`config.mk`:
```
export PLATFORM = sky130hd
export DESIGN_NAME = barker_frame_tx
export DESIGN_NICKNAME = d
export VERILOG_FILES = /design/src/rtl/barker_frame_tx.sv
export SDC_FILE = /design/constraint.sdc
export NUM_CORES = 1
export LEC_CHECK = 0
export CORE_MARGIN = 3
export CORE_UTILIZATION = 48
export CTS_CLUSTER_SIZE = 28
export DETAILED_ROUTE_END_ITERATION = 7
export PLACE_DENSITY_LB_ADDON = 0.08
export SLEW_MARGIN = 40
export SYNTH_ARGS = -nofsm -noshare
export SYNTH_HDL_FRONTEND = slang
export SYNTH_SLANG_ARGS = --single-unit
export TNS_END_PERCENT = 20
```
`constraint.sdc`:
```
create_clock -name i_clk -period 2.8 [get_ports i_clk]
set_clock_uncertainty 0.05 [all_clocks]
set_input_delay 0.28 -clock i_clk [delete_from_list [all_inputs] [get_ports i_clk]]
set_output_delay 0.28 -clock i_clk [all_outputs]
set_load 0.05 [all_outputs]
```
`src/rtl/barker_frame_tx.sv`:
```
// barker_frame_tx: serialises payload bytes into Barker-preambled 1-bit AXI-Stream frames
// Ports: i_clk/i_rst (async active-high); s_t* = 8-bit payload input stream;
// m_t* = 1-bit output stream (m_tlast on last payload bit); o_busy = not idle;
// o_trunc = pulse when a frame is cut at MAX_BYTES; o_frame_cnt = completed frames.
module barker_frame_tx #(
  parameter int          BARKER_LEN  = 13,
  parameter logic [12:0] BARKER_CODE = 13'b1111100110101,
  parameter int          MAX_BYTES   = 16,
  parameter int          GUARD_BITS  = 4
) (
  input  logic        i_clk,
  input  logic        i_rst,
  input  logic [7:0]  s_tdata,
  input  logic        s_tvalid,
  input  logic        s_tlast,
  output logic        s_tready,
  output logic        m_tdata,
  output logic        m_tvalid,
  output logic        m_tlast,
  input  logic        m_tready,
  output logic        o_busy,
  output logic        o_trunc,
  output logic [15:0] o_frame_cnt
);
  localparam int BW = $clog2(MAX_BYTES + 1);
  typedef enum logic [1:0] {IDLE, PREAMBLE, PAYLOAD, GUARD} state_t;
  state_t state, state_nx;
  logic [3:0] pre_idx;
  logic [7:0] sr;
  logic sr_last, sr_full, done;
  logic [2:0] bit_idx;
  logic [BW-1:0] byte_cnt;
  logic [15:0] guard_cnt;
  logic m_hs, s_hs, cap_last;
  assign m_hs = m_tvalid & m_tready;
  assign s_hs = s_tvalid & s_tready;
  assign o_busy = state != IDLE;
  // a byte is marked last either by the source or by hitting the length limit
  assign cap_last = s_tlast | (byte_cnt == BW'(MAX_BYTES - 1));
  always_comb begin
    state_nx = state;
    m_tvalid = 1'b0;
    m_tdata = 1'b0;
    m_tlast = 1'b0;
    s_tready = 1'b0;
    case (state)
      IDLE: state_nx = s_tvalid ? PREAMBLE : IDLE;
      PREAMBLE: begin
        m_tvalid = 1'b1;
        m_tdata = BARKER_CODE[4'(BARKER_LEN - 1) - pre_idx];
        s_tready = !sr_full;
        if (m_tready && pre_idx == 4'(BARKER_LEN - 1)) state_nx = PAYLOAD;
      end
      PAYLOAD: begin
        m_tvalid = sr_full;
        m_tdata = sr[~bit_idx];
        m_tlast = sr_last & (bit_idx == 3'd7);
        // reload in the same cycle the final bit leaves, keeping the bit stream gapless
        s_tready = !done & (!sr_full | (m_tready & bit_idx == 3'd7));
        if (sr_full && m_tready && sr_last && bit_idx == 3'd7) state_nx = (GUARD_BITS > 0) ? GUARD : IDLE;
      end
      default: begin
        m_tvalid = 1'b1;
        if (m_tready && guard_cnt == 16'(GUARD_BITS - 1)) state_nx = IDLE;
      end
    endcase
  end
  always_ff @(posedge i_clk or posedge i_rst) begin
    if (i_rst) begin
      state <= IDLE;
      pre_idx <= '0;
      sr <= '0;
      sr_last <= 1'b0;
      sr_full <= 1'b0;
      done <= 1'b0;
      bit_idx <= '0;
      byte_cnt <= '0;
      guard_cnt <= '0;
      o_trunc <= 1'b0;
      o_frame_cnt <= '0;
    end else begin
      state <= state_nx;
      o_trunc <= s_hs & !s_tlast & (byte_cnt == BW'(MAX_BYTES - 1));
      if (m_hs && m_tlast) o_frame_cnt <= o_frame_cnt + 16'd1;
      if (state == PREAMBLE && m_hs) pre_idx <= pre_idx + 4'd1;
      if (state == GUARD && m_hs) guard_cnt <= guard_cnt + 16'd1;
      if (state == PAYLOAD && m_hs) begin
        bit_idx <= bit_idx + 3'd1;
        if (bit_idx == 3'd7) sr_full <= 1'b0;
      end
      if (s_hs) begin
        sr <= s_tdata;
        sr_full <= 1'b1;
        sr_last <= cap_last;
        done <= cap_last;
        byte_cnt <= byte_cnt + 1'b1;
      end
      if (state_nx == IDLE) begin
        pre_idx <= '0;
        byte_cnt <= '0;
        done <= 1'b0;
        guard_cnt <= '0;
        sr_full <= 1'b0;
        sr_last <= 1'b0;
      end
    end
  end
endmodule
```
==> summary by stage <==
Clock tree
The maximum buffer depth of the clock tree is 2. The CTS root buffer is sky130_fd_sc_hd__clkbuf_8. The number of post-CTS setup repair buffers is 0. The CTS H-tree depth is 3. The TritonCTS clock tree is done. The clock insertion delay at the later pin of the skew report is around 0.34 ns. The number of hold buffers added after cts is 0. After clock tree synthesis, the clock-pin slew on the worst setup and hold paths is around 0.070 ns. The number of buffers created by CTS is 9. The TritonCTS sink count is 57. The post-cts gate resize count is 1.

Synth
The sequential element share of the synthesized area is 0.455. The number of instances in the synthesized netlist is between 200 and 300. The synthesized area per cell is between 10 and 15 um^2. For this run, the leading register cell type out of synthesis is sky130_fd_sc_hd__dfrtp_1. Counting distinct cell types in the post-synthesis netlist gives 48.

The count of warnings emitted by yosys is 0. The net count of the mapped netlist is between 300 and 400. Summing every instance area after synthesis gives about 3100 um^2. Counting flops with an async set or reset pin after synthesis yields a share of 1.00.

After synthesis the netlist holds a flip-flop and latch count of 57. Counting flops with a built-in enable in the synthesized netlist gives 0.

Floorplan
The boundary pin count is 35. The number of core rows is 28. The die is a little under 90 um tall. The initial utilization of the core area, before any placement, comes to 0.512. The area of the die is 7540 um^2. The core region is between 6000 and 7000 um^2.

The x dimension of the die is a little under 90 um.

Pwr
The internal portion of the total power is 0.00162 W. Summed over all nets, the switching power comes to 0.000976 W. The share of total power dissipated in the clock network is 0.249. The analysis attributes to cell leakage a power of roughly 1.6 nW.

Dividing total power by cell area gives a power density of about 700 nW/um^2. The peak ir drop on the vdd network is approximately 680 uV. Of the total power, combinational logic draws 0.359.

Of the total power, the share spent switching nets is 0.376. Of the total power, registers draw 0.392.

Worst setup path
Data on the critical path is required at its endpoint by between 2 and 2.5 ns. On the critical path, the stage with the largest delay is an instance of sky130_fd_sc_hd__dfrtp_1. In this run the worst setup path begins at pre_idx[0]. The worst setup path is of the reg -> out kind. Data on the critical path arrives at its endpoint at 2.22 ns. The endpoint of the worst register-to-register path is guard_cnt[13]. The worst setup path endpoint is m_tdata. Counting cells, the worst reg-to-reg path comes to 6.

The launch instance of the worst register-to-register path is state[0]. The critical path goes through inv_1 -> ha_1 -> mux2i_1 -> o22ai_1 -> and2_1 -> o32ai_1 -> buf_12. The sort of element at the end of the critical path is an output pin. In this run the worst path has a maximum fanout of 6. The delay of the slowest cell on the worst path is about 0.46 ns. The worst register-to-register path has a setup slack of roughly 0.27 ns. The startpoint type of the worst setup path is a flop.

STA
In the final timing run, aggregate negative setup slack is 0 ns. The actual transition at the worst max-transition pin is about 0.64 ns. The count of final max-slew check failures is 0. Setup repair after global routing left no endpoint under its margin. The least setup slack across all paths after layout is around 0.25 ns.

The hold violation count in the final report is 0. Static timing analysis puts the maximum clock frequency at 393 MHz. The portion of the clock cycle consumed by the worst path in the final layout is 0.910. Headroom to the max-slew limit came out at 0.572. The time the final worst path needs with I/O delays and setup is 2.55 ns. The worst hold slack across all endpoints is 0.297 ns. Setup violations remaining at the end of the flow were counted as 0.

Status
The flow ran to the end, and the final reports show no timing, DRC or antenna violations.

Route
The routed wire length is 6100 um. Dividing the detail-routed wire length by the instance count gives 15.0 um. The number of nets with antenna violations after routing is 0. The routed via count is 2301. The first routing iteration left between 70 and 80 violations. The post-detailed-route DRC marker count is 0. The first TritonRoute pass finished after 4 iterations. Using the TritonRoute via totals, the vias-per-cell ratio works out to around 5.7.

Global route
The number of antenna violations at the first check in global routing was 0. The global-route wire length before repair is between 10000 and 15000 um. The global routing stage identified its most utilized layer as met2. Entering global routing, the biggest net connects 30 pins.

The met3 demand-to-capacity share in global routing is 0.0568. For this run, the total global-route usage over all layers was measured as 0.179. The via count of the first global-routing pass is approximately 2.2k. The aggregate global routing overflow is 0. For this run, global-route usage on met2 was measured as 0.278. The global routing met1 resource utilization is 0.243.

Run
The max-capacitance violation count is 0.

Place
Once detailed placement completed, the half-perimeter wirelength came to roughly 4200 um. The worst slack at placement is ~0.28 ns. After detailed placement, the design holds a cell count of 390.

The routability congestion estimate is between 0.7 and 0.8. Buffers placed on the I/O ports in this run total 34.

Finish
The non-filler instance count after layout is roughly 410. The leading cell type in the layout, fill and taps excluded is sky130_fd_sc_hd__dfrtp_1. The library cells used most frequently in the layout, excluding fill and tap cells, are sky130_fd_sc_hd__dfrtp_1 (57), sky130_fd_sc_hd__clkdlybuf4s50_1 (30), sky130_fd_sc_hd__xnor2_1 (20). The net count reported at finish is roughly 350. The number of inserted diodes is 0. The synthesis-to-layout area growth is 18.4%. The share of layout cells above drive strength 1 is 0.157.

Hold path
The tightest min-delay check is of the in -> async type.
## Yosys cell counts (2+ instances only)
cell type / number / area [um^2]
sky130_fd_sc_hd__nand3_1: 16 / 80.1
sky130_fd_sc_hd__and3_1: 5 / 31.3
sky130_fd_sc_hd__a221oi_1: 2 / 17.5
sky130_fd_sc_hd__nor2_1: 3 / 11.3
sky130_fd_sc_hd__xnor2_1: 20 / 175
sky130_fd_sc_hd__nand4_1: 8 / 50.1
sky130_fd_sc_hd__mux2_2: 11 / 124
sky130_fd_sc_hd__xor2_1: 5 / 43.8
sky130_fd_sc_hd__a22oi_2: 3 / 37.5
sky130_fd_sc_hd__inv_1: 13 / 48.8
sky130_fd_sc_hd__o21ai_0: 12 / 60.1
sky130_fd_sc_hd__and4_1: 4 / 35.0
sky130_fd_sc_hd__o31ai_1: 6 / 45.0
sky130_fd_sc_hd__mux2i_1: 5 / 50.1
sky130_fd_sc_hd__a22oi_1: 10 / 75.1
sky130_fd_sc_hd__nand2_1: 16 / 60.1
sky130_fd_sc_hd__nor2b_1: 2 / 12.5
sky130_fd_sc_hd__nor3b_1: 3 / 22.5
sky130_fd_sc_hd__ha_1: 14 / 175
sky130_fd_sc_hd__or3_1: 8 / 50.1
sky130_fd_sc_hd__nor3_1: 5 / 25.0
sky130_fd_sc_hd__mux4_2: 2 / 45.0
sky130_fd_sc_hd__clkbuf_1: 5 / 18.8
sky130_fd_sc_hd__dfrtp_1: 57 / 1430
sky130_fd_sc_hd__buf_6: 6 / 67.6
sky130_fd_sc_hd__or4_1: 5 / 37.5
sky130_fd_sc_hd__a21oi_1: 11 / 55.1
sky130_fd_sc_hd__nor4b_1: 5 / 43.8
sky130_fd_sc_hd__buf_4: 2 / 15.0
sky130_fd_sc_hd__nor4_1: 4 / 25.0
## worst min-delay path by stage
stage | slack (ns) | from | endpoint
2_1_floorplan | 0.30 | s_tlast | o_trunc
3_3_place_gp | 0.41 | o_frame_cnt[15] | o_frame_cnt[15]
3_5_place_dp | 0.41 | o_frame_cnt[15] | o_frame_cnt[15]
4_1_cts | 0.32 | i_rst | o_frame_cnt[5]
5_1_grt | 0.37 | i_rst | o_frame_cnt[8]
6_report | 0.30 | i_rst | o_frame_cnt[5]
## layout make-up
type                       instances  area [um^2]
clock buffer                      10          128
clock inverter                     6         35.0
fill                             523         2420
inverter                          13         48.8
multi-input combinational        202         1550
sequential                        57         1430
tap                               75         93.8
timing repair buffer              43          433
## state kept, by name (all words and copies together) (netlist names)
register	flops
bit_idx	3
byte_cnt	5
done	1
guard_cnt	16
o_frame_cnt	16
o_trunc	1
pre_idx	4
sr	8
sr_full	1
state	2
## power by group through the flow
stage / combinational (W) / clock [W] / sequential [W]
floorplan: 0.000719 / 0 / 0.00100
global placement: 0.000922 / 0 / 0.00102
detailed placement: 0.000934 / 0 / 0.00103
CTS: 0.000943 / 0.000669 / 0.00102
global route: 0.00102 / 0.000704 / 0.00103
finish: 0.000932 / 0.000647 / 0.00102
## through the flow
step	power (W)	cell area [um^2]	util
2_1_floorplan	0.00172	3140	-
3_3_place_gp	0.00195	3540	0.578
6_report	0.00259	3710	0.606
5_1_grt	0.00276	3710	0.606
3_5_place_dp	0.00196	3540	0.578
4_1_cts	0.00263	3710	0.605
## critical path, delay by kind of cell, from the launching register on
| family | cells | cell delay (ns) |
|---|---|---|
| AOI/OAI and AO/OA | 2 | 0.52 |
| adders and majority gates | 1 | 0.34 |
| buffers and inverters | 2 | 0.27 |
| DFF | 1 | 0.46 |
| muxes | 1 | 0.14 |
| and+or+nand+nor | 1 | 0.15 |
## routing by layer
metal | wire, um | up-vias | share of wire
met4 | 27 | 0 | 0.0044
met5 | 0 | - | 0
met1 | 3000 | 1124 | 0.49
met2 | 2860 | 32 | 0.47
li1 | - | 1141 | -
met3 | 212 | 4 | 0.035
## logic make-up after synthesis
| kind of cell | share of synthesized area |
|---|---|
| buffers and inverters | 0.0522 |
| DFF | 0.455 |
| xor gates and xnor gates | 0.0698 |
| adders and majority gates | 0.0558 |
| AOI/OAI and AO/OA | 0.123 |
| muxes | 0.0698 |
| and+or+nand+nor | 0.175 |
Power figures use the tool's default switching activity.
